[config.mk]
export PLATFORM = sky130hd
export DESIGN_NAME = image_loader
export DESIGN_NICKNAME = d
export VERILOG_FILES = /design/src/rtl/filtros_pkg.sv /design/src/rtl/image_loader_ram_port_mux.sv /design/src/rtl/image_loader.sv
export SDC_FILE = /design/constraint.sdc
export NUM_CORES = 1
export LEC_CHECK = 0
export CAP_MARGIN = 15
export CORE_AREA = 5 5 154 156
export CTS_CLUSTER_DIAMETER = 150
export DETAILED_ROUTE_END_ITERATION = 7
export DIE_AREA = 0 0 159 161
export MAX_ROUTING_LAYER = met4
export SYNTH_ARGS = -nofsm -noshare
export SYNTH_HDL_FRONTEND = slang
export SYNTH_HIERARCHICAL = 1
export SYNTH_SLANG_ARGS = --single-unit
export TNS_END_PERCENT = 10
[constraint.sdc]
create_clock -name clk -period 8.74 [get_ports clk]
set_input_delay 2.185 -clock clk [delete_from_list [all_inputs] [get_ports clk]]
set_output_delay 2.185 -clock clk [all_outputs]
set_load 0.02 [all_outputs]
[src/rtl/filtros_pkg.sv]
// Shared definitions for the filter front-end.
// Holds the default RAM geometry (ADDR_W, IN_BASE, OUT_BASE), the byte type
// pixel_t and the loader FSM state enum loader_state_t.
package filtros_pkg;

  localparam int          ADDR_W   = 32;
  localparam logic [31:0] IN_BASE  = 32'h0000_0000;
  localparam logic [31:0] OUT_BASE = 32'h0001_0000;

  typedef logic [7:0] pixel_t;

  typedef enum logic [2:0] {
    IDLE,
    LOAD,
    RUN,
    DUMP_RD,
    DUMP_WAIT,
    DUMP_OUT
  } loader_state_t;

endpackage

[src/rtl/image_loader_ram_port_mux.sv]
// ram_port_mux: combinational owner-select for the physical RAM port.
// sel_proc=1 (loader in RUN) : ram_* follows proc_*, proc_rdata = ram_rdata.
// sel_proc=0                 : ram_* follows the loader's registered port,
//                              proc_rdata = 0 and proc_* requests are dropped.
// Ports: ld_* (loader port in), proc_* (processor port), ram_* (physical RAM).
module ram_port_mux #(
  parameter int ADDR_W = 32
) (
  input  logic              sel_proc,
  input  logic              ld_re,
  input  logic              ld_we,
  input  logic [ADDR_W-1:0] ld_addr,
  input  logic [7:0]        ld_wdata,
  input  logic              proc_re,
  input  logic              proc_we,
  input  logic [ADDR_W-1:0] proc_addr,
  input  logic [7:0]        proc_wdata,
  output logic [7:0]        proc_rdata,
  output logic              ram_re,
  output logic              ram_we,
  output logic [ADDR_W-1:0] ram_addr,
  output logic [7:0]        ram_wdata,
  input  logic [7:0]        ram_rdata
);
  import filtros_pkg::*;

  always_comb begin
    if (sel_proc) begin
      ram_re     = proc_re;
      ram_we     = proc_we;
      ram_addr   = proc_addr;
      ram_wdata  = proc_wdata;
      proc_rdata = pixel_t'(ram_rdata);
    end else begin
      ram_re     = ld_re;
      ram_we     = ld_we;
      ram_addr   = ld_addr;
      ram_wdata  = ld_wdata;
      proc_rdata = '0;
    end
  end

endmodule

[src/rtl/image_loader.sv]
// image_loader: owns the image RAM port around a filter run.
//   LOAD : streams cmd_len bytes from s_* into RAM at IN_BASE (1 byte/cycle).
//   RUN  : pulses proc_start, hands the RAM port to proc_* until proc_done.
//   DUMP : reads cmd_len bytes from OUT_BASE and emits them on m_* (1 per 3+ cycles).
// Ports: clk/rst_n (async low), cmd_start/cmd_len/busy/job_done (control),
//        s_* (input stream), m_* (result stream), proc_* (processor RAM port
//        and start/done handshake), ram_* (physical RAM, 1-cycle read latency),
//        checksum (16-bit sum of loaded bytes).
// Build option: define IMAGE_LOADER_CHECKSUM_EN to enable the checksum
// accumulator; otherwise checksum is tied to zero.
module image_loader #(
  parameter int                ADDR_W   = filtros_pkg::ADDR_W,
  parameter logic [ADDR_W-1:0] IN_BASE  = ADDR_W'(filtros_pkg::IN_BASE),
  parameter logic [ADDR_W-1:0] OUT_BASE = ADDR_W'(filtros_pkg::OUT_BASE)
) (
  input  logic              clk,
  input  logic              rst_n,
  input  logic              cmd_start,
  input  logic [ADDR_W-1:0] cmd_len,
  output logic              busy,
  output logic              job_done,
  input  logic [7:0]        s_data,
  input  logic              s_valid,
  output logic              s_ready,
  output logic [7:0]        m_data,
  output logic              m_valid,
  input  logic              m_ready,
  output logic              proc_start,
  input  logic              proc_done,
  input  logic              proc_re,
  input  logic              proc_we,
  input  logic [ADDR_W-1:0] proc_addr,
  input  logic [7:0]        proc_wdata,
  output logic [7:0]        proc_rdata,
  output logic              ram_re,
  output logic              ram_we,
  output logic [ADDR_W-1:0] ram_addr,
  output logic [7:0]        ram_wdata,
  input  logic [7:0]        ram_rdata,
  output logic [15:0]       checksum
);
  import filtros_pkg::*;

  loader_state_t     state_q, state_d;
  logic [ADDR_W-1:0] len_q, len_d;
  logic [ADDR_W-1:0] cnt_q, cnt_d;
  logic              ld_re_q, ld_re_d;
  logic              ld_we_q, ld_we_d;
  logic [ADDR_W-1:0] ld_addr_q, ld_addr_d;
  pixel_t            ld_wdata_q, ld_wdata_d;
  pixel_t            m_data_q, m_data_d;
  logic              m_valid_q, m_valid_d;
  logic              proc_start_q, proc_start_d;
  logic              job_done_q, job_done_d;

  logic s_hs, m_hs, last_out, load_full;

  // In LOAD, cnt counts accepted bytes; once it reaches len the last write
  // is still in flight on the registered port, so LOAD lasts one more cycle
  // with s_ready low before the port is handed over.
  assign load_full = (cnt_q == len_q);
  assign s_ready   = (state_q == LOAD) && !load_full;
  assign s_hs      = s_ready && s_valid;
  assign m_hs      = (state_q == DUMP_OUT) && m_valid_q && m_ready;
  assign last_out  = (cnt_q == len_q - ADDR_W'(1));

  // State register
  always_ff @(posedge clk or negedge rst_n) begin
    if (!rst_n) state_q <= IDLE;
    else        state_q <= state_d;
  end

  // Next-state logic
  always_comb begin
    state_d = state_q;
    case (state_q)
      IDLE:      if (cmd_start) state_d = (cmd_len == '0) ? RUN : LOAD;
      LOAD:      if (load_full) state_d = RUN;
      RUN:       if (proc_done) state_d = (len_q == '0) ? IDLE : DUMP_RD;
      DUMP_RD:   state_d = DUMP_WAIT;
      DUMP_WAIT: state_d = DUMP_OUT;
      DUMP_OUT:  if (m_hs) state_d = last_out ? IDLE : DUMP_RD;
      default:   state_d = IDLE;
    endcase
  end

  // Output / datapath logic
  always_comb begin
    busy       = (state_q != IDLE);
    len_d      = len_q;
    cnt_d      = cnt_q;
    ld_we_d    = 1'b0;
    ld_addr_d  = ld_addr_q;
    ld_wdata_d = ld_wdata_q;
    m_data_d   = m_data_q;

    if (state_q == IDLE && cmd_start) begin
      len_d = cmd_len;
      cnt_d = '0;
    end
    if (s_hs) begin
      ld_we_d    = 1'b1;
      ld_addr_d  = IN_BASE + cnt_q;
      ld_wdata_d = pixel_t'(s_data);
      cnt_d      = cnt_q + ADDR_W'(1);
    end
    if (state_q == RUN && proc_done) cnt_d = '0;
    if (m_hs)                        cnt_d = cnt_q + ADDR_W'(1);
    if (state_q == DUMP_WAIT)        m_data_d = pixel_t'(ram_rdata);

    // Read request is registered so it is presented for the whole DUMP_RD
    // cycle; data returns in DUMP_WAIT.
    ld_re_d = (state_d == DUMP_RD);
    if (ld_re_d) ld_addr_d = OUT_BASE + cnt_d;

    m_valid_d    = (state_d == DUMP_OUT);
    proc_start_d = (state_d == RUN) && (state_q != RUN);
    job_done_d   = (state_d == IDLE) && (state_q == RUN || state_q == DUMP_OUT);
  end

  always_ff @(posedge clk or negedge rst_n) begin
    if (!rst_n) begin
      len_q        <= '0;
      cnt_q        <= '0;
      ld_re_q      <= 1'b0;
      ld_we_q      <= 1'b0;
      ld_addr_q    <= '0;
      ld_wdata_q   <= '0;
      m_data_q     <= '0;
      m_valid_q    <= 1'b0;
      proc_start_q <= 1'b0;
      job_done_q   <= 1'b0;
    end else begin
      len_q        <= len_d;
      cnt_q        <= cnt_d;
      ld_re_q      <= ld_re_d;
      ld_we_q      <= ld_we_d;
      ld_addr_q    <= ld_addr_d;
      ld_wdata_q   <= ld_wdata_d;
      m_data_q     <= m_data_d;
      m_valid_q    <= m_valid_d;
      proc_start_q <= proc_start_d;
      job_done_q   <= job_done_d;
    end
  end

  assign m_data     = m_data_q;
  assign m_valid    = m_valid_q;
  assign proc_start = proc_start_q;
  assign job_done   = job_done_q;

`ifdef IMAGE_LOADER_CHECKSUM_EN
  logic [15:0] sum_q, sum_d;

  always_comb begin
    sum_d = sum_q;
    if (state_q == IDLE && cmd_start) sum_d = '0;
    else if (s_hs)                    sum_d = sum_q + 16'(s_data);
  end

  always_ff @(posedge clk or negedge rst_n) begin
    if (!rst_n) sum_q <= '0;
    else        sum_q <= sum_d;
  end

  assign checksum = sum_q;
`else
  assign checksum = 16'h0000;
`endif

  ram_port_mux #(.ADDR_W(ADDR_W)) u_mux (
    .sel_proc   (state_q == RUN),
    .ld_re      (ld_re_q),
    .ld_we      (ld_we_q),
    .ld_addr    (ld_addr_q),
    .ld_wdata   (ld_wdata_q),
    .proc_re    (proc_re),
    .proc_we    (proc_we),
    .proc_addr  (proc_addr),
    .proc_wdata (proc_wdata),
    .proc_rdata (proc_rdata),
    .ram_re     (ram_re),
    .ram_we     (ram_we),
    .ram_addr   (ram_addr),
    .ram_wdata  (ram_wdata),
    .ram_rdata  (ram_rdata)
  );

endmodule

Word level (Yosys, flattened, before mapping) --
Index checks and enable logic that the tools add are counted.
Storage, ports and cells: register bits 120, input port bits 96, output and inout port bits 79, logic and storage cells 61
Cells by class: $add $sub $neg 3, equal/unequal tests 11, mux-type cells 20, reduce and logical (&&, ||, !) cells 16
Operators with widths (count):
- 32-bit 2-to-1 mux | 7
- 32-bit == test | 2
- 32-bit zero test | 2
- 17-bit by 32-bit adder with 32-bit output, first input constant | 1
- 32-bit by 1-bit adder with 32-bit output, second input constant | 1
- 32-bit by 1-bit subtractor with 32-bit output, second input constant | 1
- 3-bit one-hot mux with 6 select lines | 1
- 8-bit 2-to-1 mux | 2
- 3-bit by 2-bit == test with 1-bit output, second input constant | 4
- 3-bit 2-to-1 mux | 4
- 3-bit == test, second input constant | 3
- 1-bit logical AND | 8
- 3-bit zero test | 2
- 2-bit 2-to-1 mux | 3
- 3-bit by 1-bit == test with 1-bit output, second input constant | 1
- 1-bit 2-to-1 mux | 3
- 3-bit by 2-bit inequality test with 1-bit output, second input constant | 1
- 3-bit nonzero test | 1
- 2-bit nonzero test | 1
- 1-bit zero test | 1
- 1-bit logical OR | 1

Logic depth before layout (Yosys ltp) --
Gate-level depths: netlist of the first run.
depth in word-level cells 9, gate-level depth with buffers 15, mapped depth without buffers 14

By module --
The synthesis of the first run kept the hierarchy.
By module, submodules not included:
- image_loader | instances 1, cells an instance 903, area each 7554.7 um2, sequential area each 3002.9 um2
- ram_port_mux | instances 1, cells an instance 56, area each 748.2 um2, sequential area each 0.0 um2

Least setup slack after synthesis of the first run --
Ideal clock, no wire load.
path kind input to output, from input proc_addr[0], to output ram_addr[0], arrival 2464 ps, required time 6555 ps, slack 4091 ps, stages on the path 1, path buffers 0, path through mux2_4
On the way: word-level cells in the longest chain between the ends 1
Ends and longest elaborated chain:
- from (decl) | line image_loader.sv:32 | input logic [ADDR_W-1:0] proc_addr,
- 32-bit 2-to-1 mux | line image_loader_ram_port_mux.sv:28 | if (sel_proc) begin
- to (decl) | line image_loader.sv:37 | output logic [ADDR_W-1:0] ram_addr,
No other way between the ends.

Worst setup path after layout of the first run --
from input proc_addr[25], to output ram_addr[25]
Same word-level chain as after synthesis.

==> metrics.md, run 1 <==
| Metric | Value |
|---|---|
| Largest cells by area after synthesis | `dfrtp_1, nand2_1, mux2_4, xor2_1, xnor2_1` |
| Max-slew headroom at the worst pin | `0.3177` |
| Number of rows in the core area | `55` |
| Number of synthesized flops with an enable pin | `0` |
| Power density cells | `264.2 nW/um^2` |
| Top cells by instance count after synthesis | `nand2_1, dfrtp_1, nor2_1` |
| CTS tree | `yes` |
| Detailed-routing iteration count for the pre-antenna-repair pass | `5` |
| Post-DR vias/cell | `5.324` |
| Post CTS Setup Buffer Count | `0` |
| Most used DFF post-synth | `dfrtp_1` |
| Final instance count without filler cells | `roughly 1.4k` |
| Post-Synthesis Cell Area | `~8300 um^2` |
| Flop and latch count out of synthesis | `120` |
| Layout cell share with drive strength beyond 1 | `0.1220` |
| Area after DPL | `around 9900 um^2` |
| Number of vias after detailed routing | `about 7.3k` |
| Post-DP HPWL | `roughly 19 mm` |
| Warnings, synthesis | `6` |
| Kind of end point of the critical path | `output pin` |
| WP data required | `6560 ps` |
| Worst Clk Skew | `roughly 12 ps` |
| Average size of a mapped cell | `~8.7 um^2` |
| Root cell of the clock tree | `clkbuf_16` |
| Peak ir drop on the vdd network | `around 0.10 mV` |
| Sum of negative setup slack | `0 ps` |
| Count of max-cap constraint violations | `0` |
| Total Routing Usage GR | `0.1956` |
| Leakage power summed over all cells | `4.441 nW` |
| Sequential element share of the synthesized area | `0.3617` |
| Placed Cells incl. Taps | `1343` |
| Initial antenna violation count | `0` |
| Antenna-violating nets left | `0` |
| Type of the worst setup path | `primary input to output pin` |
| Worst-case hold slack | `~480 ps` |
| FF-to-FF path depth | `14` |
| Critical path startpoint category | `primary input` |
| Number of buffers on the longest clock path | `2` |
| Critical-path top delay cell | `clkdlybuf4s50_1` |
| Top achievable clock speed | `178.4 MHz` |
| Die Span X | `159 um` |
| Number of setup violations in the final report | `0` |
| Number of clock sinks | `120` |
| Final estimated routing congestion in global placement | `between 0.9 and 1` |
| Insertion delay to the later sink of the worst-skew pair | `420 ps` |
| Clock transition at the registers of the reported paths | `~60 ps` |
| Number of hold buffers added after cts | `0` |
| Wire length of the first global-routing pass | `around 40 mm` |
| Minimum period implied by the final worst setup slack | `between 5000 and 6000 ps` |
| Core area | `approximately 22000 um^2` |
| Number of instances in the synthesized netlist | `about 960` |
| Synthesis-to-finish area growth | `26.01%` |
| Die Height | `161 um` |
| Htree depth | `4` |
| Sum of overflow across all layers after global routing | `0` |
| Number of gates given a new drive strength after cts | `0` |
| Remaining routing DRC violations | `0` |
| Slew Viols, Final | `0` |
| Run status | `complete, no violations` |
| Yosys top cell by area | `dfrtp_1` |
| Cells along the critical path | `clkdlybuf4s50_1 > mux2_4 > clkdlybuf4s50_1` |
| Critical path peak fanout | `1` |
| Cell count of the worst hold path | `2` |
| Number of global-route vias before repair | `around 6.9k` |
| Design Area, Final | `around 10000 um^2` |
| Top-Level Pins | `roughly 180` |
| Transition at the pin with the smallest max-transition slack | `between 1000 and 1500 ps` |
| Initial core utilization | `0.3735` |
| Area share of the largest cell type after synthesis | `0.3617` |
| Leading cell type by number of instances after synthesis | `nand2_1` |
| Count of routing violations after the opening detailed-route iteration | `about 640` |
| Sum of routed wire length over all layers | `between 20 and 25 mm` |
| Number of nets at the end of the flow | `1176` |
| Number of distinct library cells after synthesis | `just under 80` |
| Crit path top cell by count | `clkdlybuf4s50_1` |
| Crit path largest cell delay | `roughly 540 ps` |
| Die Footprint | `25600 um^2` |
| Wirelength per Cell | `~18 um` |
| Endpoint arrival time on the critical path | `~3400 ps` |
| Final total power | `roughly 2.8 mW` |
| Asr flop ratio synth | `1.000` |
| Clock buffer count from CTS | `17` |
| Pin count of the biggest net entering global routing | `between 60 and 70` |
| Hold Violations, Final | `0` |
| Path category of the worst min-delay check | `register to register` |
| Final critical-path share of the clock period | `0.6414` |
| Port Buffer Count | `158` |
| Unrepaired setup endpoints after global routing | `false` |
| Number of inserted diodes | `0` |
[power breakdown]
| part | total [mW] | switching (mW) | internal, mW |
|---|---|---|---|
| logic | 1.15 | 0.646 | 0.503 |
| registers | 0.919 | 0.211 | 0.708 |
| clock network | 0.696 | 0.267 | 0.429 |
[per-stage QoR]
stage                     utilization  setup slack [ps]
after CTS                      0.4707              3109
after detailed placement       0.4442              2740
after global routing           0.4707              2894
final                          0.4707              3135
after floorplan                     -              4091
after global placement         0.4442              2826
[per-layer routing]
layer	global-route usage	share of wire	wire length, um	vias to the layer above
met1	0.2742	0.48	11930	3445
li1	-	-	-	3564
met4	0.05622	0.022	540	0
met2	0.2828	0.43	10700	277
met3	0.04695	0.065	1604	34
met5	-	0	0	-
[placed cells by master, fill, tap and decap left out, types with 16 or more instances in the layout]
master and count:
a21oi_1 30, and2_1 17, clkbuf_16 17, clkdlybuf4s50_1 157
conb_1 16, dfrtp_1 120, inv_1 33, mux2_4 42
nand2_1 221, nand3_1 22, nand4_1 20, nor2_1 51
nor3_1 22, nor4_1 25, o21ai_0 29, xnor2_1 27
xor2_1 39
[critical path, delay by kind of cell]
kind,cells,cell delay (ps)
mux,1,260
buf+inv,2,980
[cell type report]
| cell class | instances | area, um^2 |
|---|---|---|
| flip-flops and latches | 120 | 3003 |
| clock inverters | 9 | 90.09 |
| clock buffers | 23 | 498.0 |
| repair buffers | 163 | 1617 |
| well taps | 285 | 356.6 |
| inverters | 35 | 133.9 |
| multi-input cells | 740 | 4765 |
| fillers | 2140 | 11770 |
[flip-flops by register name, summed over array words and instances, names as in the netlist]
name and flops:
cnt_q 32, job_done 1, ld_addr_q 32, ld_re_q 1, ld_wdata_q 8, ld_we_q 1
len_q 32, m_data 8, m_valid 1, proc_start 1, state_q 3
[cell families after synthesis]
family | count (synthesis) | share of synthesized area
AO/OA/AOI/OAI | 139 | 0.1169
adder cells (fa/ha/maj) | 3 | 0.004521
XOR/XNOR | 66 | 0.06962
AND/OR/NAND/NOR | 452 | 0.2709
buffers and inverters | 114 | 0.07188
flip-flops | 120 | 0.3617
multiplexers | 64 | 0.1040
other | 1 | 0.0004516
[final timing paths]
kind	to	slack, ps	from
hold reg to reg	ld_wdata_q[0]$_DFFE_PN0P_	480	ld_wdata_q[0]$_DFFE_PN0P_
setup reg to reg	ld_addr_q[28]$_DFFE_PN0P_	3990	cnt_q[14]$_DFF_PN0_
min in group asynchronous	m_data[1]$_DFFE_PN0N_	1800	rst_n
setup / recovery	ram_addr[25]	3130	proc_addr[25]
max in group asynchronous	len_q[31]$_DFFE_PN0P_	5620	rst_n
hold / removal	ld_wdata_q[0]$_DFFE_PN0P_	480	ld_wdata_q[0]$_DFFE_PN0P_
(Power assumes the default switching activity.)
==> run 2: changes to the inputs <==
Clock period 8.74 ns to 5.45 ns, I/O delays scaled along.
==> run 2 against run 1 <==
  * Die area did not move
  * Clock power rose by 78%
  * Final cell count rose by 0.58%
  * Clock skew fell by 2.1 ps
  * First-iteration DRC count rose by 8.5%
  * Routed wire length barely moved
  * Global-route usage rose by 0.11 points
  * Sequential power rose by 61%
  * Register-to-register slack got worse by 3000 ps
  * Power rose by 66%
  * Setup slack got worse by 2100 ps
  * Largest power group unchanged
  * Highest routed layer unchanged
==> metrics.md, run 2 (synthesis results as in run 1) <==
| Metric | Value |
|---|---|
| Run status | `complete, no violations` |
| Remaining routing DRC violations | `0 (unchanged)` |
| Beginning of the critical path | `cmd_start` |
| Sum of overflow across all layers after global routing | `0 (unchanged)` |
| Number of inserted diodes | `0 (unchanged)` |
| Leakage power summed over all cells | `4.512 nW (+1.6%)` |
| Post CTS Setup Buffer Count | `0 (unchanged)` |
| Worst Setup Slack post-DPL | `666.6 ps (-2073 ps)` |
| Design Area, Final | `10590 um^2 (+1.2%)` |
| Top-Level Pins | `175 (unchanged)` |
| Number of setup violations in the final report | `0 (unchanged)` |
| Unrepaired setup endpoints after global routing | `false` |
| Die Span X | `159 um (unchanged)` |
| Synthesis-to-finish area growth | `27.50%` |
| Worst r2r src | `cnt_q[14]$_DFF_PN0_` |
| Final critical-path share of the clock period | `0.8184` |
| Number of rows in the core area | `55 (unchanged)` |
| Top achievable clock speed | `roughly 220 MHz` |
| Kind of end point of the critical path | `register` |
| Number of hold buffers added after cts | `0 (unchanged)` |
| Final Worst Setup Slack | `989.9 ps (-2145 ps)` |
| Sum of negative setup slack | `0 ps (unchanged)` |
| Buffer and inverter count on the worst path | `1 (-1)` |
| Crit path largest cell delay | `630 ps (+90 ps)` |
| Endpoint arrival time on the critical path | `4730 ps (+1310 ps)` |
| Hold Violations, Final | `0 (unchanged)` |
| Critical path startpoint category | `primary input` |
| Max-slew headroom at the worst pin | `0.3717 (+0.05393)` |
| Peak ir drop on the vdd network | `0.1859 mV (+77%)` |
| Highest-count cells in the layout ignoring fill and taps | `nand2_1, clkdlybuf4s50_1, dfrtp_1, nor2_1, mux2_4` |
| Htree depth | `4 (unchanged)` |
| Slew Viols, Final | `0 (unchanged)` |
| Clock buffer count from CTS | `17 (unchanged)` |
| Post-DR vias/cell | `5.366 (+0.79%)` |
| Wire length of the first global-routing pass | `40.04 mm (+1.0%)` |
| Power density cells | `432.2 nW/um^2 (+64%)` |
| Antenna-violating nets left | `0 (unchanged)` |
| Count of routing violations after the opening detailed-route iteration | `691 (+8.5%)` |
| Hold path startpoint | `ld_wdata_q[1]$_DFFE_PN0P_` |
| Critical-path top delay cell | `nor3_1` |
| Number of clock sinks | `120 (unchanged)` |
| CTS tree | `yes` |
| Final instance count without filler cells | `1383 (+0.58%)` |
| Number of nets at the end of the flow | `1184 (+0.68%)` |
| Post-DP HPWL | `18.56 mm (-0.36%)` |
| Final design utilization | `0.4763 (+0.005573)` |
| Largest regs | `cnt_q x32, ld_addr_q x32, len_q x32` |
| Transition at the pin with the smallest max-transition slack | `939.0 ps (-80.59 ps)` |
| Worst Clk Skew | `10.25 ps (-2.064 ps)` |
| Cells along the critical path | `clkdlybuf4s50_1 > nor4b_1 > nand4_1 > nor3_1 > o21ba_2 > a31o_2 > nand3_1 > a22oi_1 > nand2_2 > nand2_4 > o221ai_1` |
| Root cell of the clock tree | `clkbuf_16` |
| Wirelength per Cell | `17.91 um (-0.61%)` |
| Final total power | `4.576 mW (+66%)` |
| Initial core utilization | `0.3735 (unchanged)` |
| Total Routing Usage GR | `0.1968 (+0.001107)` |
| Pin count of the biggest net entering global routing | `63 (-6.0%)` |
| Final estimated routing congestion in global placement | `0.9499 (+4.4%)` |
| Die Footprint | `25600 um^2 (unchanged)` |
| Initial antenna violation count | `0 (unchanged)` |
| Die Height | `161 um (unchanged)` |
| WP data required | `5720 ps (-840 ps)` |
| Commonest non-fill, non-tap cell in the layout | `nand2_1` |
| Number of vias after detailed routing | `7421 (+1.4%)` |
| Detailed-routing iteration count for the pre-antenna-repair pass | `5 (unchanged)` |
| Type of the worst setup path | `primary input to register` |
| Count of max-cap constraint violations | `0 (unchanged)` |
| Port Buffer Count | `158 (unchanged)` |
| Worst-case hold slack | `475.4 ps (-4.210 ps)` |
| Number of buffers on the longest clock path | `2 (unchanged)` |
| Path category of the worst min-delay check | `register to register` |
| Area after DPL | `9947 um^2 (+0.73%)` |
| Placed Cells incl. Taps | `1351 (+0.60%)` |
| Layout cell share with drive strength beyond 1 | `0.1284 (+0.006397)` |
| Sum of routed wire length over all layers | `24.77 mm (about the same)` |
| Insertion delay to the later sink of the worst-skew pair | `430 ps (about the same)` |
| Clock transition at the registers of the reported paths | `60 ps (about the same)` |
| Core area | `22230 um^2 (unchanged)` |
| Minimum period implied by the final worst setup slack | `roughly 4500 ps` |
| Cell type group with the largest total delay on the critical path | `simple AND/OR/NAND/NOR gates` |
| Number of gates given a new drive strength after cts | `0 (unchanged)` |
| Critical path peak fanout | `23 (+22)` |
| Number of global-route vias before repair | `7046 (+1.6%)` |
run 2: cell count changes in the layout (fill, tap and decap cells not counted), sizes merged:
cell and change:
buf +8, clkinvlp -1, clkbuf -2, bufinv +3
run 2: path summary, 6_finish.rpt:
check | end | slack, ps | depth (start not counted)
max | ld_addr_q[3]$_DFFE_PN0P_ | 990 | 11
min | ld_wdata_q[1]$_DFFE_PN0P_ | 480 | 2
max in group asynchronous | len_q[31]$_DFFE_PN0P_ | 3640 | 2
max reg2reg | ld_addr_q[28]$_DFFE_PN0P_ | 1040 | 14
min in group asynchronous | m_data[1]$_DFFE_PN0N_ | 1000 | 1
min reg2reg | ld_wdata_q[1]$_DFFE_PN0P_ | 480 | 2
run 2: cell type report:
cell class | count | area [um^2]
sequential | 120 | 3003
multi-input combinational | 740 | 4765
inverter | 35 | 133.9
fill | 2172 | 11640
timing repair buffer | 171 | 1689
clock inverter | 11 | 168.9
clock buffer | 21 | 470.5
tap | 285 | 356.6
run 2: routing by layer:
metal	up-vias	routed length (um)	global-route usage
li1	3586	-	-
met1	3508	11780	0.2784
met2	306	10860	0.2893
met3	21	1853	0.04491
met4	0	282	0.04304
met5	-	0	-
run 2: where the power goes:
part / switching (mW) / internal [mW] / leakage, nW / total, mW
Combinational: 1.04 / 0.825 / 2.63 / 1.86
Sequential: 0.344 / 1.14 / 1.58 / 1.48
Clock: 0.434 / 0.801 / 0.302 / 1.24
run 2: worst register-to-register path, delay by kind of cell (launching register included):
| kind | cells | cell delay (ps) |
|---|---|---|
| flip-flops | 1 | 500 |
| XOR/XNOR | 2 | 410 |
| AO/OA/AOI/OAI | 3 | 960 |
| buffers and inverters | 1 | 130 |
| multiplexers | 1 | 380 |
| adder cells (fa/ha/maj) | 1 | 220 |
| AND/OR/NAND/NOR | 6 | 1740 |
